==> config.mk <==
export PLATFORM = sky130hd
export DESIGN_NAME = req_ack_txn_ctrl_flat
export DESIGN_NICKNAME = d
export VERILOG_FILES = /design/src/rtl/req_ack_txn_ctrl_if.sv /design/src/rtl/req_ack_txn_ctrl.sv /design/src/flat_wrapper.sv
export SDC_FILE = /design/constraint.sdc
export NUM_CORES = 1
export LEC_CHECK = 0
export ABC_AREA = 1
export BUFFER_PORTS_ARGS = -buffer_cell sky130_fd_sc_hd__clkbuf_2
export CORE_ASPECT_RATIO = 1.25
export CORE_MARGIN = 2
export CORE_UTILIZATION = 50
export CTS_BUF_LIST = sky130_fd_sc_hd__clkbuf_2
export DETAILED_ROUTE_END_ITERATION = 8
export PLACE_DENSITY = 0.77
export SYNTH_ARGS = -nofsm -noshare
export SYNTH_HDL_FRONTEND = slang
export SYNTH_SLANG_ARGS = --single-unit
export TNS_END_PERCENT = 1
==> constraint.sdc <==
create_clock -name clk -period 3.4 [get_ports clk]
set_clock_uncertainty 0.05 [all_clocks]
set_input_delay 0.34 -clock clk [delete_from_list [all_inputs] [get_ports clk]]
set_output_delay 0.34 -clock clk [all_outputs]
set_load 0.05 [all_outputs]
==> src/rtl/req_ack_txn_ctrl_if.sv <==
// Handshake bundle between a request/acknowledge transaction controller and its environment.
interface req_ack_txn_ctrl_if #(
  parameter int DATA_W = 8
);
  logic              start;
  logic [DATA_W-1:0] data_in;
  logic              ack;
  logic              ready;
  logic              req;
  logic              valid;
  logic [DATA_W-1:0] data_out;

  modport master (
    input  start, data_in, ack, ready,
    output req, valid, data_out
  );

  modport slave (
    output start, data_in, ack, ready,
    input  req, valid, data_out
  );
endinterface

==> src/rtl/req_ack_txn_ctrl.sv <==
// Request/acknowledge transaction controller: start -> req until ack -> valid until ready,
// with ack timeout, completed-transaction counter and a registered rose(req)/ack/valid match flag.
module req_ack_txn_ctrl #(
  parameter int DATA_W      = 8,
  parameter int ACK_TIMEOUT = 4,
  parameter int CNT_W       = 8
) (
  input  logic               clk,
  input  logic               rst,
  req_ack_txn_ctrl_if.master bus,
  output logic               busy,
  output logic               done,
  output logic               timeout_err,
  output logic               seq_hit,
  output logic [CNT_W-1:0]   txn_count
);

  localparam int WAIT_W = (ACK_TIMEOUT > 1) ? $clog2(ACK_TIMEOUT) : 1;
  localparam logic [WAIT_W-1:0] WAIT_LAST = WAIT_W'(ACK_TIMEOUT - 1);

  typedef enum logic [1:0] {IDLE, REQ, VALID} state_t;

  state_t            state, state_nxt;
  logic [WAIT_W-1:0] wait_cnt, wait_cnt_nxt;
  logic              req_nxt, valid_nxt, done_nxt, tmo_nxt, cap_en;
  logic              req_p1, hit_p1;

  always_ff @(posedge clk or posedge rst) begin
    if (rst) begin
      state    <= IDLE;
      wait_cnt <= '0;
    end else begin
      state    <= state_nxt;
      wait_cnt <= wait_cnt_nxt;
    end
  end

  always_comb begin
    state_nxt    = state;
    wait_cnt_nxt = wait_cnt;
    req_nxt      = 1'b0;
    valid_nxt    = 1'b0;
    done_nxt     = 1'b0;
    tmo_nxt      = 1'b0;
    cap_en       = 1'b0;
    case (state)
      IDLE: begin
        if (bus.start) begin
          state_nxt    = REQ;
          req_nxt      = 1'b1;
          wait_cnt_nxt = '0;
          cap_en       = 1'b1;
        end
      end
      REQ: begin
        // ack is checked first so an ack on the last allowed cycle beats the timeout
        if (bus.ack) begin
          state_nxt = VALID;
          valid_nxt = 1'b1;
        end else if (wait_cnt == WAIT_LAST) begin
          state_nxt = IDLE;
          tmo_nxt   = 1'b1;
        end else begin
          req_nxt      = 1'b1;
          wait_cnt_nxt = wait_cnt + 1'b1;
        end
      end
      VALID: begin
        if (bus.ready) begin
          state_nxt = IDLE;
          done_nxt  = 1'b1;
        end else begin
          valid_nxt = 1'b1;
        end
      end
      default: state_nxt = IDLE;
    endcase
  end

  // registered outputs
  always_ff @(posedge clk or posedge rst) begin
    if (rst) begin
      bus.req      <= 1'b0;
      bus.valid    <= 1'b0;
      bus.data_out <= '0;
      busy         <= 1'b0;
      done         <= 1'b0;
      timeout_err  <= 1'b0;
      txn_count    <= '0;
    end else begin
      bus.req     <= req_nxt;
      bus.valid   <= valid_nxt;
      busy        <= (state_nxt != IDLE);
      done        <= done_nxt;
      timeout_err <= tmo_nxt;
      txn_count   <= txn_count + CNT_W'(done_nxt);
      if (cap_en) bus.data_out <= bus.data_in;
    end
  end

  // match history: hit_p1 marks a cycle where req just rose and ack was already high,
  // seq_hit fires the cycle after the valid that follows it
  always_ff @(posedge clk or posedge rst) begin
    if (rst) begin
      req_p1  <= 1'b0;
      hit_p1  <= 1'b0;
      seq_hit <= 1'b0;
    end else begin
      req_p1  <= bus.req;
      hit_p1  <= bus.req & ~req_p1 & bus.ack;
      seq_hit <= hit_p1 & bus.valid;
    end
  end

endmodule
==> src/flat_wrapper.sv <==
// flat-port wrapper written by rule: the top's interface ports become plain ports
module req_ack_txn_ctrl_flat 
#(
  parameter int DATA_W      = 8,
  parameter int ACK_TIMEOUT = 4,
  parameter int CNT_W       = 8
)
  (clk, rst, busy, done, timeout_err, seq_hit, txn_count, bus_start, bus_data_in, bus_ack, bus_ready, bus_req, bus_valid, bus_data_out);
  req_ack_txn_ctrl_if #(.DATA_W(DATA_W)) bus_i ();
  input  logic clk;
  input  logic rst;
  output logic busy;
  output logic done;
  output logic timeout_err;
  output logic seq_hit;
  output logic [CNT_W-1:0] txn_count;
  input wire logic [$bits(bus_i.start)-1:0] bus_start;
  input wire logic [$bits(bus_i.data_in)-1:0] bus_data_in;
  input wire logic [$bits(bus_i.ack)-1:0] bus_ack;
  input wire logic [$bits(bus_i.ready)-1:0] bus_ready;
  output wire logic [$bits(bus_i.req)-1:0] bus_req;
  output wire logic [$bits(bus_i.valid)-1:0] bus_valid;
  output wire logic [$bits(bus_i.data_out)-1:0] bus_data_out;
  assign bus_i.start = bus_start;
  assign bus_i.data_in = bus_data_in;
  assign bus_i.ack = bus_ack;
  assign bus_i.ready = bus_ready;
  assign bus_req = bus_i.req;
  assign bus_valid = bus_i.valid;
  assign bus_data_out = bus_i.data_out;
  req_ack_txn_ctrl #(.DATA_W(DATA_W), .ACK_TIMEOUT(ACK_TIMEOUT), .CNT_W(CNT_W)) u_core (.clk(clk), .rst(rst), .bus(bus_i), .busy(busy), .done(done), .timeout_err(timeout_err), .seq_hit(seq_hit), .txn_count(txn_count));
endmodule
==> results.tsv <==
metric	value	unit
outcome	completed	
period_minus_slack	1640	ps
ys_warn_count	0	
worst_ep_required_time	3640	ps
clkLatencyLatePin	360	ps
grt_antenna_before_repair	0	
cts_tree	yes	
syn-mean-instance-area	9.36	µm²
p_comb_share	47.5	%
pre_cts_ws	1790	ps
final_core_utilization	61.5	%
grt_start_max_net_pins	29	
synth_top_flop_cell	sky130_fd_sc_hd__dfrtp_1	
clock_tree.root_cell	sky130_fd_sc_hd__clkbuf_2	
seq_power_share	37.7	%
end_kind	flip-flop	
crit_chain	inv_1, ha_1, nand2_1, inv_1, ha_1, ha_1, nand3_1, xnor2_1	
grt-ovfl-total	0	
htree_levels	1	
number_of_synthesized_flops_with_an_enable_pin	0	
worst_setup_hold_path_clk_slew	250	ps
dr_total_vias	901	
synthesis.nets	150	
detail_route.wl_per_cell	10.2	µm
cp_slowest_cell	sky130_fd_sc_hd__dfrtp_1	
worst_path_max_stage_delay	460	ps
finalHoldViolCount	0	
floorplan.die.width	48.1	µm
syn_inst	130	
synth.yosys.seq_area_share	57.6	%
yosys.cell_count.top_type	sky130_fd_sc_hd__nand2_1	
layout.cells.non_filler	200	
drtIter0Drc	14	
power.switching_fraction	48.7	%
switching_power	0.650	mW
ff_latch_area	701	µm²
max_freq	610	MHz
critical-path-top-cell-by-count	sky130_fd_sc_hd__ha_1	
synth-seq-cells	28	
detail-route-antenna-nets	0	
timing.max_slew.rel_slack	34.0	%
dp_hpwl	1.63	mm
whs	89.2	ps
m1WireLength	843	µm
timing.critical_path.from_type	flip-flop	
post_synth_num_cell_types	20	
rsz_0062_raised_after_global_routing	false	
grt_pass1_vias	886	
power_density	913	mW/mm²
timing.final.ws_setup	1760	ps
synth_area_leaders	sky130_fd_sc_hd__dfrtp_1 (58%), sky130_fd_sc_hd__nand2_1 (15%), sky130_fd_sc_hd__ha_1 (7.2%), sky130_fd_sc_hd__inv_1 (5.5%), sky130_fd_sc_hd__nand3_1 (2.1%)	
routed-wl-met2	1.11	mm
worst_ep_arrival_time	1880	ps
fin_setup_tns	0	ps
criticalPathCategory	flip-flop to flip-flop	
floorplan.die_area	0.00285	mm²
timing.critical_path.from	u_core.state[0]$_DFF_PP0_	
place_area	0.00142	mm²
max-clock-path-buffers	2	
max_slew.worst_pin.slew	989	ps
worst_reg2reg_startpoint	u_core.state[0]$_DFF_PP0_	
areaGrowthSynthToFinish	20.1	%
synth_cell_count_leaders	sky130_fd_sc_hd__nand2_1 (50), sky130_fd_sc_hd__dfrtp_1 (28), sky130_fd_sc_hd__inv_1 (18)	
grt_first_pass_wirelength	3.49	mm
place.gp.congestion	0.845	
cts-hold-fix-buffers	0	
drt_pre_antenna_iters	4	
multi_input_gate_area	438	µm²
report.final.setup_viol	0	
total_power	1.33	mW
mappedNetlistArea	0.00122	mm²
cts_repair_resize_count	0	
worstPathMaxFanout	4	
numPlacedInstances	196	
cts_buffers	3	
worstHoldPathType	input pin to asynchronous set/reset pin	
fin_nets	188	
placementRows	20	
yosysTopAreaCell	sky130_fd_sc_hd__dfrtp_1	
max_cap_viols	0	
floorplan.initialDensity	51.2	%
netlist.area_leader.share	57.6	%
layout_worst_path_cycle_share	48.2	%
critical_path.top_delay_family	adder cells	
cts.sinks	28	
worstPathBufferInverterCount	2	
remaining_drc_errors	0	
top_layer_used	met4	
vdd_ir_drop_max	0.428	mV
p_int	0.685	mW
routed_wl	2.04	mm
post_cts.repair.setup_buffers	0	
pwr-share-clk	14.8	%
floorplan.core_area	0.00238	mm²
final_layout_size_suffix_gt1_share	25.7	%
grt.total_usage	17.2	%
dr_wl_met3	52	µm
power.leakage	0.891	nW
insertedDiodeCount	0	
design.portCount	35	
async_flop_share	100	%
maxSlewViolCount	0	
die_h	59.2	µm
placement.io_buffers	34	
number_of_fill_cells_in_the_layout	206	
routed_via_density	4.51	
stdcell_area	0.00146	mm²
## worst paths after layout
path / cells after the start / slack (ps) / endpoint
max: 8 / 1760 / u_core.txn_count[4]$_DFF_PP0_
min: 2 / 90 / u_core.bus.data_out[6]$_DFFE_PP0P_
max reg2reg: 8 / 1760 / u_core.txn_count[4]$_DFF_PP0_
min reg2reg: 1 / 360 / u_core.hit_p1$_DFF_PP0_
max in group asynchronous: 2 / 2630 / u_core.txn_count[3]$_DFF_PP0_
min in group clk: 3 / 100 / u_core.bus.data_out[4]$_DFFE_PP0P_
## logic make-up (layout without fill, tap and decap cells)
logic type                 Yosys count  after routing  synth area share (%)
buffers and inverters               19             56                  6.47
DFF                                 28             28                  57.6
and+or+nand+nor                     67             67                  23.3
xor gates and xnor gates             4              4                  2.88
AOI/OAI and AO/OA                    5              5                  2.57
adders and majority gates            7              7                  7.19
## area by class of cell
type                       count  area share (%)
inverter                      18            4.62
timing repair buffer          34            11.6
clock inverter                 1            2.05
multi-input combinational     83            29.9
sequential                    28            47.9
tap                           33            2.82
clock buffer                   3            1.03
## power by group through the flow
stage	clock network, mW	registers, mW	logic [mW]
after floorplan	0	0.799	0.209
after global placement	0	0.506	0.627
after detailed placement	0	0.512	0.640
after CTS	0.200	0.504	0.643
after global routing	0.217	0.519	0.694
final	0.197	0.503	0.634
## registers in the layout, summed over array words and instances, names as in the netlist
| signal | cells |
|---|---|
| u_core.bus.data_out | 8 |
| u_core.txn_count | 8 |
| u_core.state | 2 |
| u_core.wait_cnt | 2 |
| u_core.bus.req | 1 |
| u_core.bus.valid | 1 |
| u_core.busy | 1 |
| u_core.done | 1 |
| u_core.hit_p1 | 1 |
| u_core.req_p1 | 1 |
| u_core.seq_hit | 1 |
| u_core.timeout_err | 1 |
## layout by cell type, fill, tap and decap left out, drive strengths merged
cell type,instances
dfrtp,28
nor2,7
bufinv,1
a21boi,1
nand3b,1
xnor2,2
xor2,2
nand2,51
o21ai,2
nor3,1
nand3,6
clkbuf,37
inv,18
a21oi,2
ha,7
nand4,1
## per-layer routing
| layer | up-vias | global-route usage (%) |
|---|---|---|
| met1 | 416 | 21.6 |
| met2 | 15 | 28.6 |
| li1 | 465 | - |
| met5 | - | 0 |
| met3 | 5 | 2.74 |
| met4 | 0 | 6.95 |
## worst reg2reg max path, stage by stage (launching register included)
cell and delay [ps]:
sky130_fd_sc_hd__dfrtp_1 460, sky130_fd_sc_hd__inv_1 110, sky130_fd_sc_hd__ha_1 190, sky130_fd_sc_hd__nand2_1 60
sky130_fd_sc_hd__inv_1 70, sky130_fd_sc_hd__ha_1 180, sky130_fd_sc_hd__ha_1 220, sky130_fd_sc_hd__nand3_1 110
sky130_fd_sc_hd__xnor2_1 130
Power figures use the tool's default switching activity.
